===== config.mk =====
export PLATFORM = sky130hd
export DESIGN_NAME = seq_arith_unit_flat
export DESIGN_NICKNAME = d
export VERILOG_FILES = /design/src/rtl/arith_pkg.sv /design/src/rtl/seq_arith_unit_if.sv /design/src/rtl/addsub_w.sv /design/src/rtl/seq_arith_unit.sv /design/src/flat_wrapper.sv
export SDC_FILE = /design/constraint.sdc
export NUM_CORES = 1
export LEC_CHECK = 0
export CAP_MARGIN = 20
export CORE_AREA = 4 4 93 95
export CTS_BUF_LIST = sky130_fd_sc_hd__clkbuf_8
export DETAILED_ROUTE_END_ITERATION = 7
export DIE_AREA = 0 0 97 99
export PLACE_DENSITY_LB_ADDON = 0.25
export SETUP_SLACK_MARGIN = 0.05
export SKIP_CTS_REPAIR_TIMING = 1
export SYNTH_ARGS = -nofsm -noshare
export SYNTH_HDL_FRONTEND = slang
export SYNTH_SLANG_ARGS = --single-unit

===== constraint.sdc =====
create_clock -name clk -period 4 [get_ports clk]
set_input_delay 0.8 -clock clk [delete_from_list [all_inputs] [get_ports clk]]
set_output_delay 0.8 -clock clk [all_outputs]
set_load 0.005 [all_outputs]

===== src/rtl/arith_pkg.sv =====
// rtl/arith_pkg.sv - op encodings and FSM states for seq_arith_unit
package arith_pkg;

  localparam logic [1:0] OP_ADD = 2'b00;
  localparam logic [1:0] OP_SUB = 2'b01;
  localparam logic [1:0] OP_MUL = 2'b10;
  localparam logic [1:0] OP_DIV = 2'b11;

  typedef enum logic [2:0] {
    IDLE = 3'd0,
    LOAD = 3'd1,
    RUN  = 3'd2,
    FIX  = 3'd3,
    DONE = 3'd4
  } state_e;

endpackage


===== src/rtl/seq_arith_unit_if.sv =====
// rtl/seq_arith_unit_if.sv - start/done operand and result bundle for seq_arith_unit
interface seq_arith_unit_if #(parameter int W = 8);

  logic           start;
  logic [1:0]     op;
  logic [W-1:0]   a;
  logic [W-1:0]   b;
  logic           busy;
  logic           done;
  logic [2*W-1:0] z;
  logic           ovf;
  logic           div_by_zero;

  modport master (output start, op, a, b, input busy, done, z, ovf, div_by_zero);
  modport slave  (input start, op, a, b, output busy, done, z, ovf, div_by_zero);

endinterface


===== src/rtl/addsub_w.sv =====
// rtl/addsub_w.sv - W+1 bit adder/subtractor shared by add/sub, Booth and divide steps
module addsub_w #(
  parameter int W = 8
) (
  input  logic [W:0] x,
  input  logic [W:0] y,
  input  logic       sub,
  output logic [W:0] sum,
  output logic       carry
);

  logic [W+1:0] full;

  // carry is the unsigned no-borrow flag when subtracting
  assign full         = {1'b0, x} + {1'b0, (sub ? ~y : y)} + {{(W+1){1'b0}}, sub};
  assign {carry, sum} = full;

endmodule


===== src/rtl/seq_arith_unit.sv =====
// rtl/seq_arith_unit.sv - self-sequencing add/sub/Booth mul/restoring div unit
// Define SIGNED_DIV_EN for signed divide with a sign-fix state after RUN.
module seq_arith_unit
  import arith_pkg::*;
#(
  parameter int W = 8
) (
  input  logic             clk,
  input  logic             rst,
  seq_arith_unit_if.slave  bus
);

  localparam int CNT_W = $clog2(W) + 1;

  state_e           state, state_nx;
  logic             busy_c, done_c, accept;
  logic [1:0]       op_q;
  logic [W-1:0]     a_q, b_q;
  logic [W-1:0]     acc, qr, m;
  logic             qm1;
  logic [CNT_W-1:0] cnt;
  logic [2*W-1:0]   z_q;
  logic             ovf_q, dbz_q;

  logic [W:0]       add_x, add_y, add_sum;
  logic             add_sub, add_carry;
  logic [W-1:0]     acc_nx, qr_nx;
  logic             qm1_nx;
  logic [W-1:0]     div_q0, div_m0;

  assign accept = bus.start && (state == IDLE || state == DONE);

  addsub_w #(.W(W)) u_addsub (
    .x     (add_x),
    .y     (add_y),
    .sub   (add_sub),
    .sum   (add_sum),
    .carry (add_carry)
  );

  // Outside RUN the adder serves the single-cycle add/sub on live inputs
  always_comb begin
    add_x   = '0;
    add_y   = '0;
    add_sub = 1'b0;
    if (state == RUN) begin
      if (op_q == OP_MUL) begin
        add_x   = {acc[W-1], acc};
        add_y   = (qr[0] ^ qm1) ? {m[W-1], m} : '0;
        add_sub = qr[0] & ~qm1;
      end else begin
        add_x   = {acc, qr[W-1]};
        add_y   = {1'b0, m};
        add_sub = 1'b1;
      end
    end else begin
      add_x   = {bus.a[W-1], bus.a};
      add_y   = {bus.b[W-1], bus.b};
      add_sub = bus.op[0];
    end
  end

  always_comb begin
    acc_nx = acc;
    qr_nx  = qr;
    qm1_nx = qm1;
    if (op_q == OP_MUL) begin
      acc_nx = add_sum[W:1];
      qr_nx  = {add_sum[0], qr[W-1:1]};
      qm1_nx = qr[0];
    end else if (add_carry) begin
      acc_nx = add_sum[W-1:0];
      qr_nx  = {qr[W-2:0], 1'b1};
    end else begin
      acc_nx = {acc[W-2:0], qr[W-1]};
      qr_nx  = {qr[W-2:0], 1'b0};
    end
  end

`ifdef SIGNED_DIV_EN
  logic [W-1:0] fix_q, fix_r;
  logic         div_ovf;

  assign div_q0  = a_q[W-1] ? (~a_q + W'(1)) : a_q;
  assign div_m0  = b_q[W-1] ? (~b_q + W'(1)) : b_q;
  // quotient sign follows the operand signs, remainder follows the dividend
  assign fix_q   = (a_q[W-1] ^ b_q[W-1]) ? (~qr + W'(1)) : qr;
  assign fix_r   = a_q[W-1] ? (~acc + W'(1)) : acc;
  assign div_ovf = (a_q == {1'b1, {(W-1){1'b0}}}) && (&b_q);
`else
  assign div_q0 = a_q;
  assign div_m0 = b_q;
`endif

  always_ff @(posedge clk) begin
    if (!rst) state <= IDLE;
    else      state <= state_nx;
  end

  always_comb begin
    state_nx = state;
    busy_c   = 1'b0;
    done_c   = 1'b0;
    case (state)
      IDLE, DONE: begin
        done_c = (state == DONE);
        if (accept) state_nx = bus.op[1] ? LOAD : DONE;
        else        state_nx = IDLE;
      end
      LOAD: begin
        busy_c   = 1'b1;
        state_nx = (op_q == OP_DIV && b_q == '0) ? DONE : RUN;
      end
      RUN: begin
        busy_c = 1'b1;
        if (cnt == CNT_W'(W - 1)) begin
`ifdef SIGNED_DIV_EN
          state_nx = (op_q == OP_DIV) ? FIX : DONE;
`else
          state_nx = DONE;
`endif
        end
      end
      FIX: begin
        busy_c   = 1'b1;
        state_nx = DONE;
      end
      default: state_nx = IDLE;
    endcase
  end

  always_ff @(posedge clk) begin
    if (!rst) begin
      op_q  <= OP_ADD;
      a_q   <= '0;
      b_q   <= '0;
      acc   <= '0;
      qr    <= '0;
      m     <= '0;
      qm1   <= 1'b0;
      cnt   <= '0;
      z_q   <= '0;
      ovf_q <= 1'b0;
      dbz_q <= 1'b0;
    end else begin
      case (state)
        IDLE, DONE: begin
          if (accept) begin
            a_q   <= bus.a;
            b_q   <= bus.b;
            op_q  <= bus.op;
            ovf_q <= 1'b0;
            dbz_q <= 1'b0;
            if (!bus.op[1]) begin
              z_q   <= {{(W-1){add_sum[W]}}, add_sum};
              ovf_q <= add_sum[W] ^ add_sum[W-1];
            end
          end
        end
        LOAD: begin
          acc <= '0;
          qm1 <= 1'b0;
          cnt <= '0;
          if (op_q == OP_MUL) begin
            qr <= b_q;
            m  <= a_q;
          end else begin
            qr <= div_q0;
            m  <= div_m0;
            if (b_q == '0) begin
              z_q   <= {a_q, {W{1'b1}}};
              dbz_q <= 1'b1;
            end
          end
        end
        RUN: begin
          acc <= acc_nx;
          qr  <= qr_nx;
          qm1 <= qm1_nx;
          cnt <= cnt + CNT_W'(1);
          if (state_nx == DONE) z_q <= {acc_nx, qr_nx};
        end
`ifdef SIGNED_DIV_EN
        FIX: begin
          acc   <= fix_r;
          qr    <= fix_q;
          z_q   <= {fix_r, fix_q};
          ovf_q <= div_ovf;
        end
`endif
        default: ;
      endcase
    end
  end

  assign bus.busy        = busy_c;
  assign bus.done        = done_c;
  assign bus.z           = z_q;
  assign bus.ovf         = ovf_q;
  assign bus.div_by_zero = dbz_q;

endmodule


===== src/flat_wrapper.sv =====
// flat-port wrapper written by rule: the top's interface ports become plain ports
module seq_arith_unit_flat import arith_pkg::*;
#(
  parameter int W = 8
)
  (clk, rst, bus_start, bus_op, bus_a, bus_b, bus_busy, bus_done, bus_z, bus_ovf, bus_div_by_zero);
  seq_arith_unit_if #(.W(W)) bus_i ();
  input  logic clk;
  input  logic rst;
  input wire logic [$bits(bus_i.start)-1:0] bus_start;
  input wire logic [$bits(bus_i.op)-1:0] bus_op;
  input wire logic [$bits(bus_i.a)-1:0] bus_a;
  input wire logic [$bits(bus_i.b)-1:0] bus_b;
  output wire logic [$bits(bus_i.busy)-1:0] bus_busy;
  output wire logic [$bits(bus_i.done)-1:0] bus_done;
  output wire logic [$bits(bus_i.z)-1:0] bus_z;
  output wire logic [$bits(bus_i.ovf)-1:0] bus_ovf;
  output wire logic [$bits(bus_i.div_by_zero)-1:0] bus_div_by_zero;
  assign bus_i.start = bus_start;
  assign bus_i.op = bus_op;
  assign bus_i.a = bus_a;
  assign bus_i.b = bus_b;
  assign bus_busy = bus_i.busy;
  assign bus_done = bus_i.done;
  assign bus_z = bus_i.z;
  assign bus_ovf = bus_i.ovf;
  assign bus_div_by_zero = bus_i.div_by_zero;
  seq_arith_unit #(.W(W)) u_core (.clk(clk), .rst(rst), .bus(bus_i));
endmodule

==> summary.txt <==
Final layout
  – Layout Cells excl Fill: 693
  – ANT cells: 0
  – Share of layout cells above drive strength 1: 8.80%
  – Fillers: 686
  – Post-route cell area: 4850 um^2
  – Nets: 619
  – Area Growth Syn to Fin: 19.8%

Setup path
  – Worst setup SP type: flop
  – Critical path depth: 11
  – Critical path class: flop to flop
  – Buffers & Inverters on Critical Path: 1
  – CP endpoint kind: flop
  – CP max-delay cell: or4b_2
  – Critical Path AT: 4.02 ns
  – Most Frequent Cell on Critical Path: a22oi_1
  – Slowest Stage Delay on Critical Path: 0.62 ns
  – CP Cell Sequence: or3b_1 -> buf_4 -> a22oi_1 -> xor2_1 -> ha_1 -> nor2b_1 -> o31a_1 -> or4b_2 -> nand3_1 -> a22oi_1 -> a211oi_1
  – Worst-path fanout max: 34
  – CP Data Required Time: 4.25 ns
  – Top cell family by delay on the critical path: simple AND/OR/NAND/NOR gates
  – R2R depth: 11

Yosys
  – Synth unique cells: 63
  – Synthesized instance count: 552
  – FF+latch count, synth: 68
  – Post-synth top flop: dfxtp_1
  – Yosys warning count: 0
  – Synthesized area: 4050 um^2
  – Syn_nets: 584
  – Number of flops mapped to enable cells by yosys: 0
  – Fraction of registers with async set/reset: 0%
  – Avg Inst Size Synth: 7.34 um^2
  – Sequential share of the synthesized area: 33.6%

Placed design
  – Buffers on Ports: 40
  – Final GP Congestion: 0.919
  – Placed cells: 678
  – Placed cell area: 4610 um^2
  – DP Wirelength: 9800 um

Timing
  – Final hold slack: 0.493 ns
  – Setup TNS: 0 ns
  – F_max: 0.265 GHz
  – Hold Fails Final Rpt: 0
  – Fin crit share: 94.2%
  – Worst-margin pin slew: 1.13 ns
  – Post-route minimum period: 3.77 ns
  – Pins Over Slew Limit: 0
  – Final setup fails: 0
  – Clock Skew: 0.00964 ns
  – RSZ-0062 raised after global routing: yes
  – Slew HR: 24.4%

Global route
  – First-pass GRT wire length: 20700 um
  – Largest net degree at the start of global routing: 35
  – Via count of the first global-routing pass: 3949
  – GRT Util Overall: 27.0%
  – Congestion Overflow GR: 0
  – Initial antenna violation count: 0

Worst hold path
  – Worst Hold Class: flop to flop
  – Worst Hold Path Cells: 2

Floorplanning
  – Initial Util: 52.4%
  – Rows: 32
  – Die H: 99 um
  – Core area: 7730 um^2
  – Ports: 41
  – Die ar.: 9600 um^2
  – Die X: 97 um

CTS
  – Root buf cell: clkbuf_8
  – H-tree levels: 3
  – Max Buffers Root-to-Sink: 2
  – Num Clock Sinks: 68
  – CTS tree: done
  – Clock slew at reported path FFs: 0.08 ns
  – Num CTS Buffers: 9
  – Clk_lat worst skew: 0.35 ns

Route
  – Avg WL per Cell: 19.1 um
  – Vias: 4311
  – Residual DRC: 0
  – Drt pass-1 iters: 7
  – WL final: 13300 um
  – Vias per cell: 6.22
  – Final antenna-violating net count: 0
  – DRT iter0 DRCs: 521

Flow run
  – Max Cap Viol: 0

Run status
  – Status: completed

Pwr
  – Peak VDD IR: 0.000259 V
  – Power, Total: 2.14 mW
  – Leakage: 1.79 nW
  – PD cells: 441 nW/um^2
-- kinds of logic after synthesis --
| logic type | after synthesis | synth area share [%] |
|---|---|---|
| simple gates | 220 | 23.5 |
| compound gates | 182 | 29.6 |
| flops | 68 | 33.6 |
| buf+inv | 50 | 4.91 |
| xor+xnor | 15 | 3.24 |
| fa+ha+maj | 11 | 3.58 |
| mux | 6 | 1.51 |
-- report_power, final --
part / switching [mW] / leakage (nW) / internal (mW) / total [mW]
sequential: 0.0434 / 0.556 / 0.726 / 0.770
clock: 0.287 / 0.120 / 0.413 / 0.700
combinational: 0.388 / 1.11 / 0.284 / 0.671
total: 0.718 / 1.79 / 1.42 / 2.14
-- tightest hold or removal path: stages (launching register included) --
cell	delay, ns
dfxtp_1	0.33
nand3_1	0.07
nand2_1	0.05
-- area by class of cell --
cell class | instances | area (um^2) | area share (%)
inverters | 9 | 33.8 | 0.696
clock inverters | 6 | 113 | 2.32
well taps | 102 | 128 | 2.63
flip-flops and latches | 68 | 1360 | 28.0
repair buffers | 65 | 588 | 12.1
clock buffers | 9 | 124 | 2.55
multi-input cells | 434 | 2510 | 51.6
-- per-layer routing --
metal  global-route usage (%)  vias to the layer above  part of all wire [%]
li1                         -                     2039                     -
met1                     36.1                     1990                    43
met2                     42.9                      242                    46
met3                     5.31                       40                   8.2
met4                     10.4                        0                   3.5
met5                        0                        -                     0
-- cell usage after synthesis, drive strengths merged, types with 6 or more instances --
| master | number | share of area (%) |
|---|---|---|
| nand3 | 10 | 1.2 |
| buf | 11 | 1.3 |
| nand2 | 120 | 11 |
| xnor2 | 6 | 1.3 |
| a311oi | 11 | 2.8 |
| o21a | 7 | 1.3 |
| inv | 9 | 0.83 |
| o21ai | 25 | 3.1 |
| a21oi | 65 | 8.1 |
| a22oi | 9 | 1.7 |
| xor2 | 9 | 1.9 |
| nor2 | 53 | 5.0 |
| a211oi | 17 | 3.2 |
| a31oi | 14 | 2.2 |
| ha | 10 | 3.1 |
| clkbuf | 30 | 2.8 |
| dfxtp | 68 | 34 |
-- stage by stage --
step | utilization (%) | setup WS, ns
2_1_floorplan | - | 0.196
3_3_place_gp | 59.7 | 0.139
6_report | 62.8 | 0.233
5_1_grt | 62.8 | 0.0497
3_5_place_dp | 59.7 | 0.0920
4_1_cts | 62.7 | 0.252
-- sequential cells by signal (all words and copies together) (netlist names) --
signal	flops
u_core.acc	8
u_core.b_q	8
u_core.qr	8
u_core.bus.div_by_zero	1
u_core.op_q	2
u_core.a_q	8
u_core.bus.ovf	1
u_core.state	3
u_core.cnt	4
u_core.m	8
u_core.bus.z	16
u_core.qm1	1
-- placed cells by master (no fill, tap or decap), types with 9 or more instances in the layout --
cell type        Yosys  layout
inv_1                9       9
clkdlybuf4s50_1      0      40
nand3_1             10      10
a211oi_1            17      17
ha_1                10      10
nor2_1              52      52
a22oi_1              9       9
dfxtp_1             68      68
clkbuf_8             0       9
buf_4                0      25
a311oi_1            10      10
xor2_1               9       9
a31oi_1             14      14
o21ai_0             24      24
nand2_1            120     120
a21oi_1             64      64
-- path summary, 6_finish.rpt --
kind                                             startpoint                           to  slack (ns)
worst max-delay path             u_core.state[1]$_SDFF_PN0_   u_core.acc[5]$_SDFFE_PN0N_        0.23
worst min-delay path            u_core.bus.ovf$_SDFFE_PN0P_  u_core.bus.ovf$_SDFFE_PN0P_        0.49
worst max register to register   u_core.state[1]$_SDFF_PN0_   u_core.acc[5]$_SDFFE_PN0N_        0.23
worst min register to register  u_core.bus.ovf$_SDFFE_PN0P_  u_core.bus.ovf$_SDFFE_PN0P_        0.49
(Power assumes the default switching activity.)
